**config.mk**
```make
export PLATFORM = sky130hd
export DESIGN_NAME = reg_wb_arbiter_flat
export DESIGN_NICKNAME = d
export VERILOG_FILES = /design/src/rtl/reg_wb_arbiter_pkg.sv /design/src/rtl/reg_wb_arbiter_if.sv /design/src/rtl/reg_wb_arbiter.sv /design/src/flat_wrapper.sv
export SDC_FILE = /design/constraint.sdc
export NUM_CORES = 1
export LEC_CHECK = 0
export CAP_MARGIN = 20
export CORE_MARGIN = 1.5
export CORE_UTILIZATION = 32
export CTS_CLUSTER_DIAMETER = 120
export DETAILED_ROUTE_END_ITERATION = 12
export PLACE_DENSITY = 0.78
export SLEW_MARGIN = 20
export SYNTH_ARGS = -nofsm -noshare
export SYNTH_HDL_FRONTEND = slang
export SYNTH_SLANG_ARGS = --single-unit
```
**constraint.sdc**
```tcl
create_clock -name clk -period 1.5 [get_ports clk]
set_input_delay 0.375 -clock clk [delete_from_list [all_inputs] [get_ports clk]]
set_output_delay 0.375 -clock clk [all_outputs]
set_load 0.02 [all_outputs]
```
**src/rtl/reg_wb_arbiter_pkg.sv**
```systemverilog
// rtl/reg_wb_arbiter_pkg.sv - shared writeback types: register address, data bus, writeback source
package reg_wb_arbiter_pkg;

    typedef logic [4:0] regAddr_t;

    typedef union packed {
        logic [31:0]     word;
        logic [3:0][7:0] bytes;
    } dataBus_u;

    typedef enum logic {
        WB_SRC_ALU = 1'b0,
        WB_SRC_LSU = 1'b1
    } wb_src_e;

endpackage

```
**src/rtl/reg_wb_arbiter_if.sv**
```systemverilog
// rtl/reg_wb_arbiter_if.sv - writeback request channels and register-file write port
interface reg_wb_arbiter_if;
    import reg_wb_arbiter_pkg::*;

    logic     alu_valid;
    logic     alu_ready;
    regAddr_t alu_addr;
    dataBus_u alu_data;

    logic     lsu_valid;
    logic     lsu_ready;
    regAddr_t lsu_addr;
    dataBus_u lsu_data;

    regAddr_t rd_addr;
    dataBus_u rd_data;
    logic     rd_wr_en;
    wb_src_e  grant_src;

    modport master (
        output alu_valid, alu_addr, alu_data,
        output lsu_valid, lsu_addr, lsu_data,
        input  alu_ready, lsu_ready,
        input  rd_addr, rd_data, rd_wr_en, grant_src
    );

    modport slave (
        input  alu_valid, alu_addr, alu_data,
        input  lsu_valid, lsu_addr, lsu_data,
        output alu_ready, lsu_ready,
        output rd_addr, rd_data, rd_wr_en, grant_src
    );

endinterface

```
**src/rtl/reg_wb_arbiter.sv**
```systemverilog
// rtl/reg_wb_arbiter.sv - LSU-first writeback arbiter with ALU anti-starvation and one-entry write stage
// Optional register-read bypass from the write stage when RF_WB_BYPASS_EN is defined.
module reg_wb_arbiter
    import reg_wb_arbiter_pkg::*;
#(
    parameter int MAX_WAIT = 4
) (
    input  logic             clk,
    input  logic             rst,
    input  logic             clk_en,
`ifdef RF_WB_BYPASS_EN
    input  regAddr_t         rs1_addr,
    input  regAddr_t         rs2_addr,
    input  dataBus_u         rs1_rf,
    input  dataBus_u         rs2_rf,
    output dataBus_u         rs1_fwd,
    output dataBus_u         rs2_fwd,
`endif
    reg_wb_arbiter_if.slave  bus
);

    localparam int CNT_W = $clog2(MAX_WAIT + 1);

    logic [CNT_W-1:0] wait_cnt;
    logic             alu_grant;
    logic             lsu_grant;
    logic             wq_valid;
    regAddr_t         wq_addr;
    dataBus_u         wq_data;
    wb_src_e          wq_src;

    // LSU wins ties until the ALU has lost MAX_WAIT times in a row.
    always_comb begin
        alu_grant = 1'b0;
        lsu_grant = 1'b0;
        if (clk_en && !rst) begin
            alu_grant = bus.alu_valid &&
                        (!bus.lsu_valid || wait_cnt == CNT_W'(MAX_WAIT));
            lsu_grant = bus.lsu_valid && !alu_grant;
        end
    end

    always_ff @(posedge clk) begin
        if (rst) begin
            wait_cnt <= '0;
            wq_valid <= 1'b0;
            wq_addr  <= '0;
            wq_data  <= '0;
            wq_src   <= WB_SRC_ALU;
        end else if (clk_en) begin
            if (!bus.alu_valid || alu_grant)
                wait_cnt <= '0;
            else if (wait_cnt != CNT_W'(MAX_WAIT))
                wait_cnt <= wait_cnt + 1'b1;

            wq_valid <= alu_grant || lsu_grant;
            if (lsu_grant) begin
                wq_addr <= bus.lsu_addr;
                wq_data <= bus.lsu_data;
                wq_src  <= WB_SRC_LSU;
            end else if (alu_grant) begin
                wq_addr <= bus.alu_addr;
                wq_data <= bus.alu_data;
                wq_src  <= WB_SRC_ALU;
            end
        end
    end

    assign bus.alu_ready = alu_grant;
    assign bus.lsu_ready = lsu_grant;
    assign bus.rd_addr   = wq_addr;
    assign bus.rd_data   = wq_data;
    assign bus.grant_src = wq_src;
    // x0 writes are accepted upstream but never reach the register file.
    assign bus.rd_wr_en  = wq_valid && (wq_addr != '0);

`ifdef RF_WB_BYPASS_EN
    assign rs1_fwd = (bus.rd_wr_en && wq_addr == rs1_addr) ? wq_data : rs1_rf;
    assign rs2_fwd = (bus.rd_wr_en && wq_addr == rs2_addr) ? wq_data : rs2_rf;
`endif

endmodule

```
**src/flat_wrapper.sv**
```systemverilog
// flat-port wrapper written by rule: the top's interface ports become plain ports
module reg_wb_arbiter_flat import reg_wb_arbiter_pkg::*;
#(
    parameter int MAX_WAIT = 4
)
  (clk, rst, clk_en, bus_alu_valid, bus_alu_addr, bus_alu_data, bus_lsu_valid, bus_lsu_addr, bus_lsu_data, bus_alu_ready, bus_lsu_ready, bus_rd_addr, bus_rd_data, bus_rd_wr_en, bus_grant_src);
  reg_wb_arbiter_if bus_i ();
  input  logic clk;
  input  logic rst;
  input  logic clk_en;
  input wire logic [$bits(bus_i.alu_valid)-1:0] bus_alu_valid;
  input wire logic [$bits(bus_i.alu_addr)-1:0] bus_alu_addr;
  input wire logic [$bits(bus_i.alu_data)-1:0] bus_alu_data;
  input wire logic [$bits(bus_i.lsu_valid)-1:0] bus_lsu_valid;
  input wire logic [$bits(bus_i.lsu_addr)-1:0] bus_lsu_addr;
  input wire logic [$bits(bus_i.lsu_data)-1:0] bus_lsu_data;
  output wire logic [$bits(bus_i.alu_ready)-1:0] bus_alu_ready;
  output wire logic [$bits(bus_i.lsu_ready)-1:0] bus_lsu_ready;
  output wire logic [$bits(bus_i.rd_addr)-1:0] bus_rd_addr;
  output wire logic [$bits(bus_i.rd_data)-1:0] bus_rd_data;
  output wire logic [$bits(bus_i.rd_wr_en)-1:0] bus_rd_wr_en;
  output wire logic [$bits(bus_i.grant_src)-1:0] bus_grant_src;
  assign bus_i.alu_valid = bus_alu_valid;
  assign bus_i.alu_addr = bus_alu_addr;
  assign bus_i.alu_data = bus_alu_data;
  assign bus_i.lsu_valid = bus_lsu_valid;
  assign bus_i.lsu_addr = bus_lsu_addr;
  assign bus_i.lsu_data = bus_lsu_data;
  assign bus_alu_ready = bus_i.alu_ready;
  assign bus_lsu_ready = bus_i.lsu_ready;
  assign bus_rd_addr = bus_i.rd_addr;
  assign bus_rd_data = bus_i.rd_data;
  assign bus_rd_wr_en = bus_i.rd_wr_en;
  assign bus_grant_src = bus_i.grant_src;
  reg_wb_arbiter #(.MAX_WAIT(MAX_WAIT)) u_core (.clk(clk), .rst(rst), .clk_en(clk_en), .bus(bus_i));
endmodule
```
==> summary.txt, run 1 <==
Global routing
  – Gr usage total: 22.2%
  – Vias in the first global route: ~2000
  – Largest net degree at the start of global routing: 39
  – GR Overflow Total: 0
  – Initial antenna violation count: 0
  – First-pass GRT wire length: ~10000 um

Flow run
  – Maxcap violations: 0

Yosys
  – Syn Area/Cell: roughly 11 um2
  – Largest family of logic cells by synthesized area: compound AO/OA/AOI/OAI gates
  – Yosys reg bits: between 40 and 50
  – Post-synth design cell area: approximately 1800 um2
  – Simple-gate share of the synthesized area: between 20 and 25%
  – Xor/xnor share of the synthesized area: 0%
  – Cell accounting for the most synthesized area: dfxtp_1
  – Synth top area cells: dfxtp_1 47%, a221o_1 21%, nor3b_1 16%
  – Mux share of post-synthesis cell area: 0%
  – Post-synthesis adder-cell area fraction: 1.40%
  – Post-synth EDFFs: 0
  – Gate Count Post-Synth: ~160
  – Post-synthesis compound-gate area fraction: 24.1%
  – Ys async rst share: 0%
  – Count leader, synth: dfxtp_1
  – Synth top area share: 47.0%
  – Synth cell types: 23
  – Post-Syn Nets: between 200 and 250
  – Commonest cells post-synth: 42 x dfxtp_1, 37 x a221o_1, 37 x nor3b_1
  – Register area share after synthesis: 47.0%
  – Yosys warnings: 0
  – Ys flop type: dfxtp_1

Pwr
  – Peak supply drop: 533 uV
  – Pwr Density: between 700 and 800 nW/um2
  – Leakage power total: ~1.5 nW

STA
  – Slew Limit Headroom: 72.9%
  – Final hold viol count: 0
  – Final-report setup violation count: 40
  – RSZ-0062 raised after global routing: true
  – Crit share post-route: 122%
  – Slew Limit Fails: 0
  – Slew @ Worst Pin: a little over 0.4 ns
  – Setup WS post-layout: -0.336 ns
  – Worst Skew: a little under 0.007 ns
  – Max Clock Freq: roughly 540 MHz
  – Post-layout minimum cycle time: 1.84 ns

Floorplanning
  – Die area: 6050 um2
  – Row cnt: 27
  – Chip Height: about 78 um
  – Starting Density: between 30% and 40%
  – Total core area: 5440 um2
  – I/O pin count: 120
  – Die Width: 77.8 um

Finish
  – # nets final: around 380
  – Layout Utilization: 64.1%
  – Reg area: approximately 840 um2
  – Layout Cells excl Fill: between 300 and 400
  – Multi-input logic area: 872 um2
  – Share of layout cells above drive strength 1: ~18%
  – ANT cells: 0
  – Layout fillers: around 480
  – Area grow syn2layout: 95.0%

Placed design
  – RD Place Congestion: slightly below 0.8
  – Port Buffer Count: roughly 120
  – Inst Count DP: about 350
  – Post-DP HPWL: a little under 4000 um

Clocking
  – CTS tree: done
  – CTS Buf Count: 5
  – Clock transition at path regs: about 0.080 ns
  – # H-tree levels: 2
  – Clock Sinks: 42
  – Root Buffer Master: clkbuf_8
  – CTS Buffer Depth: 2
  – Clk Latency, worst-skew pair: 0.29 ns

Worst setup path
  – Flop-to-flop setup slack: -0.19 ns
  – Arrival time worst endpoint: about 1.5 ns
  – Worst EP required: between 1 and 1.5 ns
  – CP Max Fanout: 2
  – Setup CP Type: flip-flop to output pin
  – Startpoint types: flip-flop
  – Crit path capture type: output pin

Min path
  – Min-delay worst type: flip-flop to flip-flop

Detailed routing
  – DRC: 0
  – Wirelength, routed: around 6600 um
  – Vias per cell: between 5 and 6
  – DR pass1 iterations: 6
  – Number of nets with antenna violations after routing: 0
  – WL/cell: ~17 um
  – DRT iter0 DRCs: 70
  – Routed vias: 1949

Status
  – Status: complete, but fails checks
  – Failing checks: setup timing
-- final cells by class --
type / instances / share of cell area (%)
clock inverters: 1 / 0.144
multi-input cells: 99 / 25.0
flip-flops and latches: 42 / 24.2
inverters: 3 / 0.323
repair buffers: 152 / 45.2
clock buffers: 7 / 2.48
well taps: 72 / 2.58
-- flip-flops by register name (all words and copies together), names as in the netlist --
register and flops:
u_core.wq_valid 1, u_core.bus.grant_src 1, u_core.wait_cnt 3, u_core.bus.rd_addr 5
u_core.bus.rd_data 32
-- kinds of logic (layout without fill, tap and decap cells) --
family | after synthesis | in the layout
compound gates | 46 | 46
fa+ha+maj | 2 | 2
buf+inv | 21 | 163
flops | 42 | 42
simple gates | 51 | 51
-- layout by cell type (no fill, tap or decap), drive strengths merged --
cell type and n:
a211oi 1, a21oi 4, a221o 37, a32oi 1, and2 1, and4b 1, buf 35, bufbuf 1
clkbuf 7, clkdlybuf4s50 74, clkinv 1, dfxtp 42, dlygate4sd2 42, ha 2, inv 3, nand2 4
nand3 1, nand4 2, nand4b 1, nor2 2, nor3b 37, nor4bb 1, o21a 2, o21ai 1
or4 1
-- report_power, final --
group	leakage (nW)	total, mW	internal, mW	switching (mW)
Clock	0.0482	0.761	0.372	0.389
Combinational	1.08	0.702	0.419	0.283
Sequential	0.346	1.22	1.19	0.0307
-- what timing repair did --
item | CTS | global route
pin swaps | 12 | 34
endpoints found under the setup margin | 78 | 40
hold buffers | 0 | 0
buffers inserted | 9 | 2
gates resized for setup | 78 | 7
gates cloned | 8 | 0
-- path summary, 6_finish.rpt --
| check | from | to | depth (start not counted) |
|---|---|---|---|
| max reg2reg | u_core.wait_cnt[0]$_SDFFE_PP0P_ | u_core.bus.rd_data[31]$_SDFFE_PP0P_ | 8 |
| min reg2reg | u_core.wq_valid$_SDFFE_PP0P_ | u_core.wq_valid$_SDFFE_PP0P_ | 2 |
| max | u_core.bus.rd_addr[4]$_SDFFE_PP0P_ | bus_rd_wr_en | 3 |
| min | u_core.wq_valid$_SDFFE_PP0P_ | u_core.wq_valid$_SDFFE_PP0P_ | 2 |
-- worst max-delay path, stage by stage (launching register included) --
cell and delay [ns]:
dfxtp_2 0.33, or4_4 0.52, o21a_1 0.19, buf_6 0.13
-- layer usage --
metal	vias up	global-route usage [%]	share of wire [%]
li1	927	-	-
met1	936	26.3	42
met2	77	38.7	51
met3	9	5.65	5.7
met4	0	7.27	1.3
met5	-	0	0
-- through the flow --
step / setup WS, ns / cell area [um2] / TNS [ns] / total power, mW / hold slack (ns)
final: -0.336 / 3490 / -4.16 / 2.68 / 0.501
after global routing: -0.366 / 3490 / -6.40 / 2.79 / 0.552
after CTS: -0.346 / 3530 / -6.79 / 2.72 / 0.503
after detailed placement: -0.757 / 3140 / -22.01 / 1.91 / 0.484
after global placement: -0.765 / 3140 / -22.02 / 1.90 / 0.477
after floorplan: 0.000858 / 1810 / 0 / 1.50 / 0.455
No activity file was read; power rests on OpenSTA's default activity.
==> run 2: changes to the inputs <==
--- a/config.mk
+++ b/config.mk
@@ -6,11 +6,11 @@
 export NUM_CORES = 1
 export LEC_CHECK = 0
 export CAP_MARGIN = 20
-export CORE_MARGIN = 1.5
+export CORE_MARGIN = 2
 export CORE_UTILIZATION = 32
 export CTS_CLUSTER_DIAMETER = 120
 export DETAILED_ROUTE_END_ITERATION = 12
-export PLACE_DENSITY = 0.78
+export PLACE_DENSITY = 0.74
 export SLEW_MARGIN = 20
 export SYNTH_ARGS = -nofsm -noshare
 export SYNTH_HDL_FRONTEND = slang
==> run 2 against run 1 <==
Net effect: flip-flop and latch count unchanged; largest cell class unchanged; the flow still finishes with violations (setup timing); routed wire length down 14%; critical path depth unchanged; fmax up 1.7%; die area up 2.6%; via count down 4.6%.
==> summary.txt, run 2 (synthesis results as in run 1) <==
Clocking
  – Post-CTS Hold Fix Bufs: 0
  – CTS Buffer Depth: 2
  – Clock transition at path regs: around 0.07 ns
  – Root Buffer Master: clkbuf_8
  – # H-tree levels: 2
  – Clock Sinks: 42
  – Clk Latency, worst-skew pair: between 0.2 and 0.3 ns
  – CTS tree: done
  – CTS Buf Count: 5

Detailed routing
  – WL/cell: approximately 15 um
  – Routed vias: about 1900
  – DRT iter0 DRCs: 86
  – DRC: 0
  – Number of nets with antenna violations after routing: 0
  – DR pass1 iterations: 5
  – Wirelength, routed: between 5000 and 6000 um
  – Vias per cell: between 5 and 6

STA
  – Slew @ Worst Pin: 0.410 ns
  – Crit share post-route: 120%
  – RSZ-0062 raised after global routing: true
  – Setup WS post-layout: -0.305 ns
  – Worst Skew: 0.00295 ns
  – Slew Limit Fails: 0
  – Slew Limit Headroom: between 70 and 80%
  – Post-layout minimum cycle time: approximately 1.8 ns
  – Worst hold slack: 0.500 ns
  – Setup TNS: -3.45 ns
  – Max Clock Freq: roughly 550 MHz
  – Final hold viol count: 0
  – Final-report setup violation count: 40

Finish
  – Share of layout cells above drive strength 1: between 10% and 20%
  – Final Cell Area: approximately 3200 um2
  – # nets final: ~370
  – Multi-input logic area: roughly 850 um2
  – Layout Cells excl Fill: 364
  – Max FFs per register: 32
  – Layout fillers: around 490
  – Commonest non-fill, non-tap cell in the layout: clkdlybuf4s50_1
  – Most frequent cells in the layout: 74 x clkdlybuf4s50_1, 41 x dlygate4sd2_1, 38 x dfxtp_1, 37 x nor3b_1, 37 x a221o_1
  – Reg area: ~850 um2
  – Layout Utilization: about three fifths
  – Area grow syn2layout: 80.1%

Floorplanning
  – Total core area: 5440 um2
  – I/O pin count: 120
  – Starting Density: approximately a third
  – Die Width: ~79 um
  – Chip Height: 78.8 um
  – Die area: between 6000 and 7000 um2
  – Row cnt: 27

Placed design
  – Post-DP HPWL: about 4000 um
  – Placed cell areas: 3150 um2
  – Inst Count DP: ~350
  – Port Buffer Count: 119
  – Pre-CTS setup slack: -0.765 ns
  – RD Place Congestion: 0.877

Worst setup path
  – Arrival time worst endpoint: 1.43 ns
  – Worst EP required: between 1 and 1.5 ns
  – Setup CP Type: flip-flop to output pin
  – Crit path capture type: output pin
  – Startpoint types: flip-flop
  – CP Max Fanout: 2

Status
  – Failing checks: setup timing
  – Status: complete, but fails checks

Pwr
  – Gate power share: 24.8%
  – Sw Ratio: 25.7%
  – Peak supply drop: about 480 uV
  – Psw: roughly 650 uW
  – Leakage power total: 1.35 nW
  – Pwr Density: roughly 790 nW/um2
  – Clock share of power: roughly 27%
  – Overall power: 2.53 mW
  – Power Internal: approximately 1.9 mW
  – Sequential Power Share: between 40% and 50%

Global routing
  – GR Overflow Total: 0
  – First-pass GRT wire length: ~9300 um
  – Largest net degree at the start of global routing: 38
  – Gr usage total: around a fifth
  – Vias in the first global route: between 1500 and 2000
  – Initial antenna violation count: 1

Min path
  – Min-delay worst type: flip-flop to flip-flop

Flow run
  – Maxcap violations: 0
-- run 2: changes by cell type in the layout (fill, tap and decap cells not counted), sizes merged --
cell and change:
dlygate4sd2 -1, clkinv -1, bufbuf -1, diode +1, buf -10
-- run 2: path summary, 6_finish.rpt --
kind                                                          from                                   to  slack [ns]  cells after the start
worst max-delay path            u_core.bus.rd_addr[2]$_SDFFE_PP0P_                         bus_rd_wr_en       -0.31                      3
worst min-delay path                  u_core.wq_valid$_SDFFE_PP0P_         u_core.wq_valid$_SDFFE_PP0P_        0.50                      2
worst max register to register     u_core.wait_cnt[0]$_SDFFE_PP0P_  u_core.bus.rd_data[16]$_SDFFE_PP0P_       -0.09                      7
worst min register to register        u_core.wq_valid$_SDFFE_PP0P_         u_core.wq_valid$_SDFFE_PP0P_        0.50                      2
-- run 2: what timing repair did --
action                                  in CTS  in global routing
pin swaps                                    3                  1
buffers inserted                             1                  1
endpoints found under the setup margin      78                 41
gates cloned                                 0                  0
gates resized for setup                     62                 11
-- run 2: power by group through the flow --
stage               Sequential, mW  Combinational [mW]  Clock (mW)
global placement              1.24               0.668           0
CTS                           1.22               0.628       0.718
global route                  1.23               0.673       0.756
finish                        1.22               0.628       0.684
floorplan                     1.32               0.177           0
detailed placement            1.24               0.671           0
-- run 2: cell type report --
class / instances / area share (%)
repair buffers: 140 / 41.8
multi-input cells: 99 / 26.4
flip-flops and latches: 42 / 26.3
well taps: 72 / 2.80
clock buffers: 7 / 2.37
inverters: 3 / 0.350
diodes: 1 / 0.0777
-- run 2: worst max-delay path: stages, from the launching register on --
cell,delay (ns)
dfxtp_2,0.32
or4_1,0.51
o21a_1,0.19
buf_6,0.13
-- run 2: routing by layer --
metal,global-route usage [%],share of wire (%),up-vias
met2,31.3,49,71
li1,-,-,903
met3,6.93,8.9,5
met4,4.21,0.69,0
met5,0,0,-
met1,22.9,41,880
